File: src/rtl/swerv_types.sv
// Shared SweRV types: retire-trace packet from the core and per-instruction trace record.
package swerv_types;

    localparam int unsigned TRACE_LANES = 3;
    localparam int unsigned LANE_CNT_W  = 2;

    typedef struct packed {
        logic [TRACE_LANES*32-1:0] trace_rv_i_insn_ip;
        logic [TRACE_LANES*32-1:0] trace_rv_i_address_ip;
        logic [TRACE_LANES-1:0]    trace_rv_i_valid_ip;
        logic [TRACE_LANES-1:0]    trace_rv_i_exception_ip;
        logic [4:0]                trace_rv_i_ecause_ip;
        logic [TRACE_LANES-1:0]    trace_rv_i_interrupt_ip;
        logic [31:0]               trace_rv_i_tval_ip;
    } trace_pkt_t;

    typedef struct packed {
        logic [31:0] insn;
        logic [31:0] addr;
        logic [1:0]  lane;
        logic        exception;
        logic        interrupt;
        logic [4:0]  ecause;
        logic [31:0] tval;
    } trace_rec_t;

    // Number of retiring lanes in a packet.
    function automatic logic [LANE_CNT_W-1:0] lane_count(input logic [TRACE_LANES-1:0] v);
        logic [LANE_CNT_W-1:0] n;
        n = '0;
        for (int i = 0; i < int'(TRACE_LANES); i++) begin
            n = n + LANE_CNT_W'(v[i]);
        end
        return n;
    endfunction

endpackage

File: src/rtl/trace_mw_fifo.sv
// Multi-write, single-read FIFO: valid write ports are packed contiguously in port order.
module trace_mw_fifo #(
    parameter int unsigned DEPTH    = 8,
    parameter int unsigned WIDTH    = 105,
    parameter int unsigned WR_PORTS = 3
) (
    input  logic                               clk,
    input  logic                               rst_l,
    input  logic                               wr_en,
    input  logic [WR_PORTS-1:0]                wr_valid,
    input  logic [WR_PORTS-1:0][WIDTH-1:0]     wr_data,
    input  logic                               rd_en,
    output logic [WIDTH-1:0]                   rd_data,
    output logic [$clog2(DEPTH):0]             count
);

    localparam int unsigned PTR_W = $clog2(DEPTH);
    localparam int unsigned CNT_W = PTR_W + 1;
    localparam int unsigned OFF_W = $clog2(WR_PORTS + 1);

    logic [WIDTH-1:0]                mem_q [DEPTH];
    logic [PTR_W-1:0]                wr_ptr_q, wr_ptr_d;
    logic [PTR_W-1:0]                rd_ptr_q, rd_ptr_d;
    logic [CNT_W-1:0]                count_q, count_d;
    logic [WR_PORTS-1:0][PTR_W-1:0]  wr_idx;
    logic [WR_PORTS-1:0]             wr_fire;
    logic [OFF_W-1:0]                wr_n;
    logic                            pop;

    // Each valid port lands at wr_ptr plus the number of valid ports below it.
    always_comb begin
        wr_n    = '0;
        wr_idx  = '0;
        wr_fire = '0;
        for (int i = 0; i < int'(WR_PORTS); i++) begin
            wr_idx[i]  = wr_ptr_q + PTR_W'(wr_n);
            wr_fire[i] = wr_en & wr_valid[i];
            if (wr_valid[i]) begin
                wr_n = wr_n + OFF_W'(1);
            end
        end
        pop      = rd_en && (count_q != '0);
        wr_ptr_d = wr_ptr_q + (wr_en ? PTR_W'(wr_n) : PTR_W'(0));
        rd_ptr_d = rd_ptr_q + PTR_W'(pop);
        count_d  = count_q + (wr_en ? CNT_W'(wr_n) : CNT_W'(0)) - CNT_W'(pop);
    end

    always_ff @(posedge clk or negedge rst_l) begin
        if (!rst_l) begin
            wr_ptr_q <= '0;
            rd_ptr_q <= '0;
            count_q  <= '0;
        end else begin
            wr_ptr_q <= wr_ptr_d;
            rd_ptr_q <= rd_ptr_d;
            count_q  <= count_d;
        end
    end

    // Storage is deliberately not reset.
    always_ff @(posedge clk) begin
        for (int i = 0; i < int'(WR_PORTS); i++) begin
            if (wr_fire[i]) begin
                mem_q[wr_idx[i]] <= wr_data[i];
            end
        end
    end

    assign rd_data = mem_q[rd_ptr_q];
    assign count   = count_q;

endmodule

File: src/rtl/trace_pkt_serializer.sv
// Splits retire-trace packets into per-instruction records and streams them out one per cycle.
module trace_pkt_serializer
    import swerv_types::*;
#(
    parameter int unsigned DEPTH = 8,
    parameter int unsigned CNT_W = 16
) (
    input  logic                      clk,
    input  logic                      rst_l,
    input  trace_pkt_t                trace_pkt,
    output logic                      out_valid,
    input  logic                      out_ready,
    output trace_rec_t                out_rec,
    output logic [$clog2(DEPTH):0]    fifo_count,
    output logic                      overflow,
    output logic [CNT_W-1:0]          drop_cnt,
    input  logic                      clr_overflow
);

    localparam int unsigned OCC_W = $clog2(DEPTH) + 1;
    localparam int unsigned REC_W = $bits(trace_rec_t);

    trace_rec_t [TRACE_LANES-1:0] lane_rec;
    logic [LANE_CNT_W-1:0]        n_lanes;
    logic [OCC_W-1:0]             free_slots;
    logic                         accept;
    logic                         drop;
    logic                         overflow_q, overflow_d;
    logic [CNT_W-1:0]             drop_cnt_q, drop_cnt_d;
    logic [REC_W-1:0]             head_data;

    // Per-lane records; cause/tval are only meaningful on trapping lanes.
    always_comb begin
        lane_rec = '0;
        for (int i = 0; i < int'(TRACE_LANES); i++) begin
            lane_rec[i].insn      = trace_pkt.trace_rv_i_insn_ip[32*i +: 32];
            lane_rec[i].addr      = trace_pkt.trace_rv_i_address_ip[32*i +: 32];
            lane_rec[i].lane      = 2'(i);
            lane_rec[i].exception = trace_pkt.trace_rv_i_exception_ip[i];
            lane_rec[i].interrupt = trace_pkt.trace_rv_i_interrupt_ip[i];
            if (trace_pkt.trace_rv_i_exception_ip[i] || trace_pkt.trace_rv_i_interrupt_ip[i]) begin
                lane_rec[i].ecause = trace_pkt.trace_rv_i_ecause_ip;
                lane_rec[i].tval   = trace_pkt.trace_rv_i_tval_ip;
            end
        end
    end

    // Whole-packet admission against occupancy at the start of the cycle; a pop gives no credit.
    always_comb begin
        n_lanes    = lane_count(trace_pkt.trace_rv_i_valid_ip);
        free_slots = OCC_W'(DEPTH) - fifo_count;
        accept     = (n_lanes != '0) && (OCC_W'(n_lanes) <= free_slots);
        drop       = (n_lanes != '0) && !accept;
        overflow_d = overflow_q;
        drop_cnt_d = drop_cnt_q;
        if (drop) begin
            overflow_d = 1'b1;
            if (clr_overflow) begin
                drop_cnt_d = CNT_W'(1);
            end else if (drop_cnt_q != '1) begin
                drop_cnt_d = drop_cnt_q + CNT_W'(1);
            end
        end else if (clr_overflow) begin
            overflow_d = 1'b0;
            drop_cnt_d = '0;
        end
    end

    always_ff @(posedge clk or negedge rst_l) begin
        if (!rst_l) begin
            overflow_q <= 1'b0;
            drop_cnt_q <= '0;
        end else begin
            overflow_q <= overflow_d;
            drop_cnt_q <= drop_cnt_d;
        end
    end

    trace_mw_fifo #(
        .DEPTH    (DEPTH),
        .WIDTH    (REC_W),
        .WR_PORTS (TRACE_LANES)
    ) u_fifo (
        .clk      (clk),
        .rst_l    (rst_l),
        .wr_en    (accept),
        .wr_valid (trace_pkt.trace_rv_i_valid_ip),
        .wr_data  (lane_rec),
        .rd_en    (out_ready),
        .rd_data  (head_data),
        .count    (fifo_count)
    );

    assign out_rec   = trace_rec_t'(head_data);
    assign out_valid = (fifo_count != '0);
    assign overflow  = overflow_q;
    assign drop_cnt  = drop_cnt_q;

endmodule

File: config.mk
export PLATFORM = sky130hd
export DESIGN_NAME = trace_pkt_serializer
export DESIGN_NICKNAME = d
export VERILOG_FILES = /design/src/rtl/swerv_types.sv /design/src/rtl/trace_mw_fifo.sv /design/src/rtl/trace_pkt_serializer.sv
export SDC_FILE = /design/constraint.sdc
export NUM_CORES = 2
export LEC_CHECK = 0
export ABC_AREA = 1
export CAP_MARGIN = 20
export CORE_ASPECT_RATIO = 1.25
export CORE_MARGIN = 4
export CORE_UTILIZATION = 50
export DETAILED_ROUTE_END_ITERATION = 6
export GPL_ROUTABILITY_DRIVEN = 0
export PLACE_DENSITY = 0.69
export SLEW_MARGIN = 20
export SYNTH_ARGS = -nofsm -noshare
export SYNTH_HDL_FRONTEND = slang
export SYNTH_SLANG_ARGS = --single-unit
File: constraint.sdc
create_clock -name clk -period 7.95 [get_ports clk]
set_clock_uncertainty 0.05 [all_clocks]
set_input_delay 0.795 -clock clk [delete_from_list [all_inputs] [get_ports clk]]
set_output_delay 0.795 -clock clk [all_outputs]
set_load 0.02 [all_outputs]
# Word-level counts from Yosys, hierarchy flattened
# Memory sizes are Yosys's and may differ from the RTL's.
# Index checks and enable logic that the tools add are counted.
[word_totals]
mem_count = 1
regBits = 27
mem_bits_rw = 840
input_bits = 242
out_inout_bits = 127
[mem_list]
columns = ["name", "depth", "width", "read_ports", "rd_ports_with_merged_regs", "write_ports", "line", "rtl"]
rows = [
  ["u_fifo.mem_q", 8, 105, 1, 0, 3, "trace_mw_fifo.sv:21", "logic [WIDTH-1:0] mem_q [DEPTH];"],
]
[classes]
n_bitwise = 3
eq_ne = 1
n_lt_le_gt_ge = 1
n_addsub = 12
muxes = 20
n_reduce_logical = 12
[op_table]
columns = ["operator", "n"]
rows = [
  ["$mux W37", 3],
  ["$mux W16", 4],
  ["$add A16 B1 Y16 const B", 1],
  ["$ne A16 B16 Y1 const B", 1],
  ["$mux W1", 9],
  ["$mux W2", 4],
  ["$add A3 B1 Y3", 2],
  ["$reduce_bool A2 Y1", 3],
  ["$add A4 B4 Y4", 1],
  ["$le A2 B4 Y1", 1],
  ["$reduce_bool A4 Y1", 1],
  ["$sub A4 B1 Y4", 1],
  ["$sub A4 B4 Y4 const A", 1],
  ["$add A3 B2 Y3", 1],
  ["$add A3 B3 Y3", 1],
  ["$and A1 B1 Y1", 3],
  ["$logic_and A1 B1 Y1", 3],
  ["$logic_or A1 B1 Y1", 3],
  ["$add A1 B1 Y2", 1],
  ["$add A1 B1 Y2 const B", 1],
  ["$add A2 B1 Y2", 1],
  ["$add A2 B1 Y2 const B", 1],
  ["$reduce_and A2 Y1", 1],
  ["$logic_not A1 Y1", 1],
]

# Depth between registers and ports, before layout
[logic_depth]
depth_word = 8
mapped_depth = 16
depth_no_buf = 15

# Modules after synthesis
# A second synthesis with hierarchy kept.
[hier_totals]
hier_cells = 8117
area_unflattened_um2 = 58317.2
[by_module_without_submodules]
columns = ["module", "n_inst", "area_per_inst_um2", "cells_per_inst", "seq_area_each_um2"]
rows = [
  ["trace_mw_fifo", 1, 56401.6, 7764, 25474.4],
  ["trace_pkt_serializer", 1, 1915.6, 353, 425.4],
]

# Worst setup path before layout
# OpenSTA, ideal clock, no wires.
[synth_path]
kind = "input port to flip-flop"
startpoint = "input port trace_pkt[43] in the netlist's numbering"
endpoint = "memory u_fifo.mem_q[6][0] (enable)"
setup_time_ns = 1.207
path_stages = 14
arrival_time_ns = 5.293
slack_ns = 1.400
t_required_ns = 6.693
path_cell_list = "clkbuf_1 > inv_1 > ha_1 > ha_1 > fa_1 > or2_2 > nand2_1 > inv_1 > nand2_1 > nor2_1 > nand2_2 > buf_4 > buf_2 > nand3_1"
[synth_lines]
columns = ["element", "line", "rtl"]
rows = [
  ["start, declared", "trace_pkt_serializer.sv:10", "input trace_pkt_t trace_pkt,"],
  ["end, declared", "trace_mw_fifo.sv:21", ""],
]

==> qor.csv <==
metric,value,unit
Final Critical Period,5.75,ns
buffers and inverters on the worst path,3,
register area share after synthesis,0.475,
hold_buf cts,0,
initial antenna violation count,3,
"CTS clk-pin slew, worst paths",0.06,ns
Initial Utilization,0.506,
Post-Syn Area,54200,um^2
pre-CTS WS,1.96,ns
Syn Area/Cell,7.14,um^2
met3 usage,0.0729,
# rows,134,
Netlist cell types,36,
Rel. slew slack,0.169,
vias in the first global route,54284,
Setup Buffers After CTS,0,
Overflow after GRT,0,
reg2reg path depth,14,
Nets,7811,
Core ar.,107000,um^2
reg2reg start,u_fifo.count[0],
Final Hold Viols,0,
reg2reg end,u_fifo.mem_q[3][47],
Fin Setup TNS,0,ns
fmax,0.174,GHz
hold depth,2,
Post-CTS Resized,0,
residual antenna-violating net count after detailed routing,0,
Clock Tree Buf Depth,3,
via count,56170,
IO Port Bufs,368,
"Most Used Layer, Global Route",met2,
max-slew violations,0,
H-tree levels,3,
"Endpoint, Worst Hold",u_fifo.mem_q[3][39],
Final Cycle Share,0.723,
max-cap violations,0,
crit-path max FO,85,
clk root buf,clkbuf_16,
share of post-route cells with drive strength above 1,0.0362,
"most used cell, CP",buf_4,
die height,376,um
GR Util All Layers,0.373,
critical path type,reg2out,
DIE AREA,114000,um^2
final setup violation count,0,
die width,302,um
CP top delay family,buffers and inverters,
synthesis warning total,0,
Yosys reg bits,867,
met1 GRT Util,0.447,
hold_sp,u_fifo.mem_q[3][39],
CTS Sinks,867,
Critical Path End Type,primary output,
wire length per cell,24.5,um
"Net Count, Synth",7844,
"slowest stage cell, crit path",buf_4,
RSZ-0062 raised after global routing,false,
area grow syn2layout,12.3,%
largest net degree at the start of global routing,187,
I/O pins,369,
Initial DRC Count,7087,
power per cell area,410,nW/um^2
Worst Path Arrival,4.91,ns
CP startpoint kind,flip-flop,
DRC violations left,0,
Peak VDD IR,0.385,mV
first-pass GRT wire length,326000,um
Worst Max-Slew Pin Slew,1.24,ns
drt total wl,221000,um
Crit path depth,7,
LEAKAGE,26.3,nW
CTS tree,done,
met2 Track Usage GR,0.624,
Final WS setup,2.20,ns
CP cell instances,"buf_4, buf_4, o21ai_0, o22ai_1, nor2_1, a31oi_1, clkdlybuf4s50_1",
Util after Layout,0.568,
Syn Inst Count,7580,
Min-Delay Path Class,reg2reg,
cts bufs inserted,92,
post-DP HPWL,118000,um
clk_lat worst skew,0.66,ns
Worst R2R Setup Slack,3.28,ns
status,"complete, no violations",
drt first pass iters,6,
vias per cell,6.21,
CP Data Required Time,7.11,ns
worst stage delay on the critical path,0.92,ns
==> through the flow <==
| step | total power [mW] | instance area, um^2 | hold WS (ns) | cells |
|---|---|---|---|---|
| final | 24.9 | 60800 | 0.412 | 9049 |
| after global routing | 25.9 | 60800 | 0.435 | 9046 |
| after CTS | 24.5 | 60800 | 0.409 | 9043 |
| after detailed placement | 20.4 | 58000 | 0.400 | 8880 |
| after global placement | 20.2 | 58000 | 0.397 | 8880 |
| after floorplan | 15.6 | 54200 | 0.388 | 7580 |
==> layer usage <==
| layer | vias to the layer above | wire length (um) | share of wire |
|---|---|---|---|
| met4 | 2 | 14300 | 0.065 |
| met1 | 26164 | 74700 | 0.34 |
| li1 | 24630 | - | - |
| met5 | - | 9 | 0.000041 |
| met3 | 1007 | 28600 | 0.13 |
| met2 | 4367 | 104000 | 0.47 |
==> tightest hold or removal path, cell delays in order (launching register included) <==
cell	delay [ns]
dfxtp_1	0.30
nand2_1	0.06
a21oi_1	0.05
==> synth_stat cells, drive strengths merged <==
cell type / count / area share
a21oi: 11 / 0.0010
a31oi: 105 / 0.012
and2: 1 / 0.00012
buf: 388 / 0.037
clkbuf: 207 / 0.014
clkinv: 5 / 0.00035
dfrtp: 27 / 0.012
dfxtp: 16 / 0.0059
edfxtp: 824 / 0.46
fa: 4 / 0.0015
ha: 18 / 0.0042
inv: 233 / 0.016
nand2: 3474 / 0.24
nand3: 860 / 0.080
nand4: 27 / 0.0039
nor2: 822 / 0.057
nor3: 8 / 0.0011
o21ai: 436 / 0.040
o21bai: 1 / 0.00014
o22ai: 105 / 0.012
or2: 1 / 0.00012
xnor2: 2 / 0.00032
xor2: 5 / 0.00081
==> worst max-delay path by stage <==
stage / from / to
3_5_place_dp: trace_pkt[44] / u_fifo.mem_q[3][47]
4_1_cts: u_fifo.rd_ptr_q[0] / out_rec[99]
6_report: u_fifo.rd_ptr_q[0] / out_rec[99]
2_1_floorplan: trace_pkt[43] / u_fifo.mem_q[6][0]
5_1_grt: u_fifo.rd_ptr_q[0] / out_rec[99]
3_3_place_gp: trace_pkt[44] / u_fifo.mem_q[3][65]
==> power by group <==
part           switching [mW]  internal [mW]  leakage [nW]
clock                    1.90           2.27          1.35
combinational            9.16           3.58          16.8
sequential              0.448           7.55          8.08
==> registers in the layout (all words and copies together), names as in the netlist <==
register / count
u_fifo.rd_ptr_q: 3
drop_cnt: 16
overflow: 1
u_fifo.mem_q: 840
u_fifo.count: 4
u_fifo.wr_ptr_q: 3
==> cells in the final DEF (no fill, tap or decap), types with 3 or more instances in the layout <==
cell             Yosys  routed
inv_1              222     219
o21ai_0            435     435
diode_2              0       5
buf_12               0      17
clkinv_1             5      29
nand3_1            857     849
nand2_1           3463    3463
o22ai_1            105     105
inv_2               11       3
clkinv_2             0      16
inv_8                0       3
clkbuf_16            0      95
xor2_1               5       5
nor2_4               0       9
nand4_4              1       5
bufinv_16            0       3
dfxtp_1             16      16
nand3_4              1       9
edfxtp_1           824     824
a31oi_1            105     105
a21oi_1             11      11
nand2_4              1       9
buf_4               50      83
nor3_1               4       4
fa_1                 4       4
dfrtp_1             27      25
nor2_1             813     812
inv_4                0       8
clkdlybuf4s50_1      0     368
nand4_1             22      22
nor3_2               4       4
ha_1                18      18
clkbuf_1           207      22
==> cells by family (layout without fill, tap and decap cells) <==
group / after synthesis / in the layout / synth area share
other cells: 0 / 5 / 0
fa+ha+maj: 22 / 22 / 0.00564
compound gates: 658 / 658 / 0.0658
simple gates: 5193 / 5193 / 0.384
buf+inv: 833 / 869 / 0.0683
flops: 867 / 867 / 0.475
xor+xnor: 7 / 7 / 0.00113
==> layout make-up <==
class                   instances  area (um^2)
fillers                      9755        46300
flip-flops and latches        867        25700
multi-input cells            5880        24900
repair buffers                468         4650
clock buffers                 117         2460
well taps                    1428         1790
inverters                     238          936
clock inverters                46          285
diodes                          5         12.5
Power figures use the tool's default switching activity.
